$ cat src/rtl/conv_operand_feeder.sv
// Operand feeder for a convolver: buffers an image and a kernel, then streams them as A/B beats
// after holding the convolver in reset. Define FEEDER_ZERO_KERNEL_PAD_EN to zero B past the kernel.
module conv_operand_feeder #(
  parameter int unsigned Width      = 32,
  parameter int unsigned MAXN       = 8,
  parameter int unsigned MAXM       = 4,
  parameter int unsigned RST_CYCLES = 12
) (
  input  logic             CLK,
  input  logic             RST,
  input  logic [5:0]       N,
  input  logic [5:0]       M,
  input  logic             wr_en,
  input  logic             wr_sel,
  input  logic [5:0]       wr_addr,
  input  logic [Width-1:0] wr_data,
  input  logic             start,
  output logic [Width-1:0] A,
  output logic [Width-1:0] B,
  output logic             conv_rst,
  output logic             a_valid,
  output logic             busy,
  output logic             done,
  output logic             err
);

  localparam int unsigned IMG_DEPTH = MAXN * MAXN;
  localparam int unsigned KER_DEPTH = MAXM * MAXM;
  localparam int unsigned IAW       = (IMG_DEPTH > 1) ? $clog2(IMG_DEPTH) : 1;
  localparam int unsigned KAW       = (KER_DEPTH > 1) ? $clog2(KER_DEPTH) : 1;
  localparam int unsigned CW        = $clog2(IMG_DEPTH + 1);
  localparam int unsigned RCW       = (RST_CYCLES > 1) ? $clog2(RST_CYCLES) : 1;

  localparam logic [2:0] S_IDLE   = 3'd0;
  localparam logic [2:0] S_CRST   = 3'd1;
  localparam logic [2:0] S_GAP    = 3'd2;
  localparam logic [2:0] S_STREAM = 3'd3;
  localparam logic [2:0] S_FIN    = 3'd4;

  logic [Width-1:0] r_img [IMG_DEPTH];
  logic [Width-1:0] r_ker [KER_DEPTH];

  logic [2:0]     r_state;
  logic [RCW-1:0] r_rcnt;
  logic [CW-1:0]  r_beat;
  logic [5:0]     r_n;
  logic [5:0]     r_m;

  logic [2:0]     w_state_nxt;
  logic [RCW-1:0] w_rcnt_nxt;
  logic [CW-1:0]  w_beat_nxt;
  logic [5:0]     w_n_nxt;
  logic [5:0]     w_m_nxt;
  logic           w_valid_nxt;
  logic           w_done_nxt;
  logic           w_err_nxt;
  logic           w_busy_nxt;
  logic           w_crst_nxt;

  logic [CW-1:0]  w_nn;
  logic [CW-1:0]  w_mm;
  logic [CW-1:0]  w_kidx;
  logic [31:0]    w_waddr;
  logic [31:0]    w_n32;
  logic [31:0]    w_m32;
  logic           w_start_ok;
  logic           w_img_we;
  logic           w_ker_we;

  assign w_nn    = CW'(r_n) * CW'(r_n);
  assign w_mm    = CW'(r_m) * CW'(r_m);
  // Past the last kernel word, keep addressing it so the non-padded build can hold it.
  assign w_kidx  = (r_beat < w_mm) ? r_beat : (w_mm - CW'(1));

  assign w_n32      = 32'(N);
  assign w_m32      = 32'(M);
  assign w_start_ok = (M != 6'd0) && (M <= N) && (w_n32 <= MAXN) && (w_m32 <= MAXM);

  assign w_waddr  = 32'(wr_addr);
  assign w_img_we = wr_en && !busy && !wr_sel && (w_waddr < IMG_DEPTH);
  assign w_ker_we = wr_en && !busy &&  wr_sel && (w_waddr < KER_DEPTH);

  // Operand buffers; deliberately not reset so contents survive RST.
  always_ff @(posedge CLK) begin
    if (w_img_we) r_img[IAW'(wr_addr)] <= wr_data;
    if (w_ker_we) r_ker[KAW'(wr_addr)] <= wr_data;
  end

  // Next-state and next-output decode; r_beat is the prefetched index of the next beat.
  always_comb begin
    w_state_nxt = r_state;
    w_rcnt_nxt  = r_rcnt;
    w_beat_nxt  = r_beat;
    w_n_nxt     = r_n;
    w_m_nxt     = r_m;
    w_valid_nxt = 1'b0;
    w_done_nxt  = 1'b0;
    w_err_nxt   = 1'b0;

    case (r_state)
      S_IDLE: begin
        if (start) begin
          if (w_start_ok) begin
            w_state_nxt = S_CRST;
            w_rcnt_nxt  = '0;
            w_n_nxt     = N;
            w_m_nxt     = M;
          end else begin
            w_err_nxt = 1'b1;
          end
        end
      end
      S_CRST: begin
        if (r_rcnt == RCW'(RST_CYCLES - 1)) begin
          w_state_nxt = S_GAP;
          w_beat_nxt  = '0;
        end else begin
          w_rcnt_nxt = r_rcnt + RCW'(1);
        end
      end
      S_GAP: begin
        w_state_nxt = S_STREAM;
        w_valid_nxt = 1'b1;
        w_beat_nxt  = r_beat + CW'(1);
      end
      S_STREAM: begin
        if (r_beat == w_nn) begin
          w_state_nxt = S_FIN;
          w_done_nxt  = 1'b1;
        end else begin
          w_valid_nxt = 1'b1;
          w_beat_nxt  = r_beat + CW'(1);
        end
      end
      S_FIN: begin
        w_state_nxt = S_IDLE;
      end
      default: begin
        w_state_nxt = S_IDLE;
      end
    endcase

    w_busy_nxt = (w_state_nxt != S_IDLE);
    w_crst_nxt = (w_state_nxt == S_CRST);
  end

  // State and registered outputs; A/B come straight from the synchronous buffer reads.
  always_ff @(posedge CLK) begin
    if (RST) begin
      r_state  <= S_IDLE;
      r_rcnt   <= '0;
      r_beat   <= '0;
      r_n      <= '0;
      r_m      <= '0;
      A        <= '0;
      B        <= '0;
      conv_rst <= 1'b0;
      a_valid  <= 1'b0;
      busy     <= 1'b0;
      done     <= 1'b0;
      err      <= 1'b0;
    end else begin
      r_state  <= w_state_nxt;
      r_rcnt   <= w_rcnt_nxt;
      r_beat   <= w_beat_nxt;
      r_n      <= w_n_nxt;
      r_m      <= w_m_nxt;
      conv_rst <= w_crst_nxt;
      a_valid  <= w_valid_nxt;
      busy     <= w_busy_nxt;
      done     <= w_done_nxt;
      err      <= w_err_nxt;
      A        <= w_valid_nxt ? r_img[IAW'(r_beat)] : '0;
`ifdef FEEDER_ZERO_KERNEL_PAD_EN
      B        <= (w_valid_nxt && (r_beat < w_mm)) ? r_ker[KAW'(w_kidx)] : '0;
`else
      B        <= w_valid_nxt ? r_ker[KAW'(w_kidx)] : '0;
`endif
    end
  end

endmodule

$ cat config.mk
export PLATFORM = sky130hd
export DESIGN_NAME = conv_operand_feeder
export DESIGN_NICKNAME = d
export VERILOG_FILES = /design/src/rtl/conv_operand_feeder.sv
export SDC_FILE = /design/constraint.sdc
export NUM_CORES = 2
export LEC_CHECK = 0
export CORE_UTILIZATION = 55
export CTS_BUF_LIST = sky130_fd_sc_hd__clkbuf_16
export CTS_CLUSTER_SIZE = 25
export DETAILED_ROUTE_END_ITERATION = 10
export PLACE_DENSITY = 0.74
export SLEW_MARGIN = 10
export SYNTH_ARGS = -nofsm -noshare
export SYNTH_HDL_FRONTEND = slang
export SYNTH_SLANG_ARGS = --single-unit
$ cat constraint.sdc
create_clock -name CLK -period 7 [get_ports CLK]
set_input_delay 0.7 -clock CLK [delete_from_list [all_inputs] [get_ports CLK]]
set_output_delay 0.7 -clock CLK [all_outputs]
set_load 0.01 [all_outputs]
==> results.txt <==
The number of antenna violations at the first check in global routing is 28. The post-placement worst setup slack is 915 ps. The chip height is 431 µm. The number of max-capacitance violations reported came out at 0. The clock edge transition at the registers on the reported setup and hold paths is 60 ps.

The fraction of met3 tracks used by global routing is 0.0572. The number of storage elements in the synthesis netlist came out at 2655. The cell count after synthesis came out at 4602. For this design the ratio of total power to cell area is 274 nW/µm². The overall routed net length is 258000 µm. The total vias in the final route came out at 50400. The layer flagged by global routing as most heavily used is met2. The required arrival time at the worst endpoint came out at 7820 ps.

The clock sink total is 2655. The global routing usage summed across all routing layers came out at 0.280. The via count normalized by instance count came out at 6.65. Of the total synthesized cell area, the portion taken by full adders, half adders and majority gates is 0.00481. Clock skew on the completed layout was measured at 64.3 ps. The number of gates given a new drive strength after cts is 0. The first-pass iteration count of the detailed router came out at 5. The biggest area contributor in the post-synthesis netlist is edfxtp_1. The HPWL reported at the end of detailed placement came out at 132000 µm. The layout overhead on the synthesized area is 13.3%. By area the synthesized netlist is led by edfxtp_1, mux4_2, dfxtp_1.

STA classifies the critical path startpoint as a flip-flop. The number of routed nets with antenna violations came out at 0. The worst-margin pin slew came out at 1300 ps. The XOR/XNOR share of the synthesized area is 0.00212.

The first-pass GRT wire length came out at 365000 µm. The routability congestion estimate is 0.807. The number of DRC violations after detailed routing came out at 0. The die extent in x came out at 431 µm. The async set-reset flop share out of synthesis is 0. The critical path class is flip-flop to flip-flop.

The minimum setup slack in the final design came out at 682 ps. After floorplanning, the core was divided into 157 placement rows. The maximum achievable frequency is 158 MHz.

Of the available clock period, the critical path in the final layout requires 0.903. For this run, global-route usage on met2 was measured as 0.444. VDD sags by at most 213 µV. The arrival time of the worst setup path came out at 7140 ps.

In the global route stage, met1 resource usage came out at 0.381. The post-synthesis net count came out at 4690. For this run, the number of Yosys warnings is 0.

Of the post-synthesis cell area, the dominant cell type holds 0.758. The die area came out at 186000 µm². The number of nets in the layout came out at 5001. The total core area came out at 183000 µm². The most used flip-flop cell after synthesis is edfxtp_1. The flow ran to the end, and the final reports show no timing, DRC or antenna violations.

The clock latency on the worst-skew pair is 940 ps. After synthesis, the largest family of logic cells by area is multiplexers. TritonCTS built the clock tree. Along the worst path, the maximum fanout reaches 19. The max-slew headroom at the worst pin is 0.134. Setup violations remaining at the end of the flow were counted as 0. The filler cell count in the final layout came out at 11900. Port buffering added 123 buffers. For the final routed database, the setup TNS stands at 0 ps. Summing every instance area after synthesis gives 101000 µm².

The synthesized area divided by synthesized cell count is 22.0 µm². The library cell used most frequently in the layout, excluding fill and tap cells, is edfxtp_1. The boundary pin count came out at 124.

The fraction of the mapped netlist area in simple logic gates came out at 0.0222. The fraction of the mapped netlist area in compound gates came out at 0.0256. The clock period minus final worst setup slack is 6320 ps. The count of unique library cells instantiated by Yosys came out at 57. The mux cell area share after synthesis is 0.156.

The register cell area after layout is 78800 µm². The sequential area share after synthesis is 0.777. The maximum number of pins on one net before global-route repair came out at 148. Post-CTS timing repair inserted 0 buffers for setup. The effective utilization at floorplan came out at 0.554. The library cells used most frequently in the layout, excluding fill and tap cells, are edfxtp_1, mux4_2, clkbuf_16, nand2_1, buf_4.

Clock tree synthesis selected as its root buffer the cell clkbuf_16. The type of element capturing the critical path is a flip-flop. The count of endpoints failing hold in the final timing report came to 0. The detailed-route wire length per cell is 34.1 µm. The maximum count of clock buffers along a single path is 4. Setup repair after global routing left no endpoint under its margin. The total number of H-tree levels is 5. The count of pins over their slew limit came out at 0. The share of layout cells above drive strength 1 is 0.260. The via count of the first global-routing pass is 50200.

The area occupied by multi-input gates is 22000 µm². The count of flip-flops with a built-in enable after synthesis came out at 2560. In this run, the number of DRC markers left after iteration 0 of detailed routing was 8055. Counting the buffers created by CTS gives 276. Total power for the finished layout comes to 31.5 mW. Buffers inserted to repair hold after CTS numbered 0. The static leakage came out at 35.2 nW. The worst min-delay path category is flip-flop to flip-flop. The overflow left after global routing is 0.
==> cell families (layout without fill, tap and decap cells) <==
group | count (synthesis) | after routing
AO/OA/AOI/OAI | 351 | 351
other | 0 | 9
XOR/XNOR | 23 | 23
multiplexers | 742 | 742
adder cells (fa/ha/maj) | 33 | 33
AND/OR/NAND/NOR | 506 | 506
flip-flops | 2655 | 2655
buffers and inverters | 292 | 791
==> path summary, 6_finish.rpt <==
path / startpoint / end / slack, ps / cells past startpoint
worst max register to register: r_m[0]$_SDFFE_PP0P_ / B[23]$_SDFF_PP0_ / 680 / 16
worst min register to register: r_n[5]$_SDFFE_PP0P_ / r_n[5]$_SDFFE_PP0P_ / 490 / 1
worst max-delay path: r_m[0]$_SDFFE_PP0P_ / B[23]$_SDFF_PP0_ / 680 / 16
worst min-delay path: r_n[5]$_SDFFE_PP0P_ / r_n[5]$_SDFFE_PP0P_ / 490 / 1
==> metrics by stage <==
| stage | hold WS (ps) | utilization | instance area [µm²] | std cells |
|---|---|---|---|---|
| floorplan | 452 | - | 101000 | 4602 |
| global placement | 469 | 0.582 | 107000 | 7099 |
| detailed placement | 477 | 0.582 | 107000 | 7099 |
| CTS | 474 | 0.627 | 115000 | 7565 |
| global route | 506 | 0.627 | 115000 | 7568 |
| finish | 488 | 0.627 | 115000 | 7574 |
==> critical path: stages, from the launching register on <==
cell	delay (ps)
dfxtp_1	540
nand2_1	120
fa_1	500
fa_1	510
fa_1	500
inv_1	50
ha_1	290
a31oi_1	180
xnor2_1	140
ha_1	280
a21oi_1	280
o21ai_0	330
nor2_1	400
mux2i_1	370
nand2b_1	760
a2111oi_0	750
a41o_1	210
==> final cells by class <==
cell class,count,area share
sequential,2655,0.686
multi-input combinational,1655,0.192
clock buffer,283,0.0617
tap,2464,0.0269
timing repair buffer,289,0.0215
clock inverter,183,0.0102
inverter,36,0.00118
antenna,9,0.000196
==> where the power goes <==
| group | internal (mW) | switching [mW] | leakage [nW] |
|---|---|---|---|
| combinational | 0.0570 | 0.357 | 7.18 |
| clock | 7.80 | 5.84 | 4.27 |
| sequential | 17.4 | 0.00814 | 23.8 |
==> cells in the mapped netlist (38+ instances only) <==
library cell,number
dfxtp_1,95
nand3_1,56
clkbuf_1,154
edfxtp_1,2560
a21boi_0,57
nor2_1,106
mux4_2,671
a31oi_1,57
nand2_1,240
o21ai_0,38
buf_2,61
a21oi_1,44
mux2i_1,70
==> flip-flops by register name, summed over array words and instances, names as in the netlist <==
signal    count
r_img      2048
r_beat        7
r_ker       512
conv_rst      1
A            32
r_state       3
done          1
r_m           6
B            32
r_rcnt        4
err           1
busy          1
a_valid       1
r_n           6
==> per-layer routing <==
layer | share of wire | routed length, µm | vias to the layer above
met1 | 0.36 | 93800 | 26500
met4 | 0.046 | 11900 | 2
met2 | 0.48 | 125000 | 3339
li1 | - | - | 19900
met5 | 0.000074 | 19 | -
met3 | 0.11 | 27400 | 535
(Power assumes the default switching activity.)
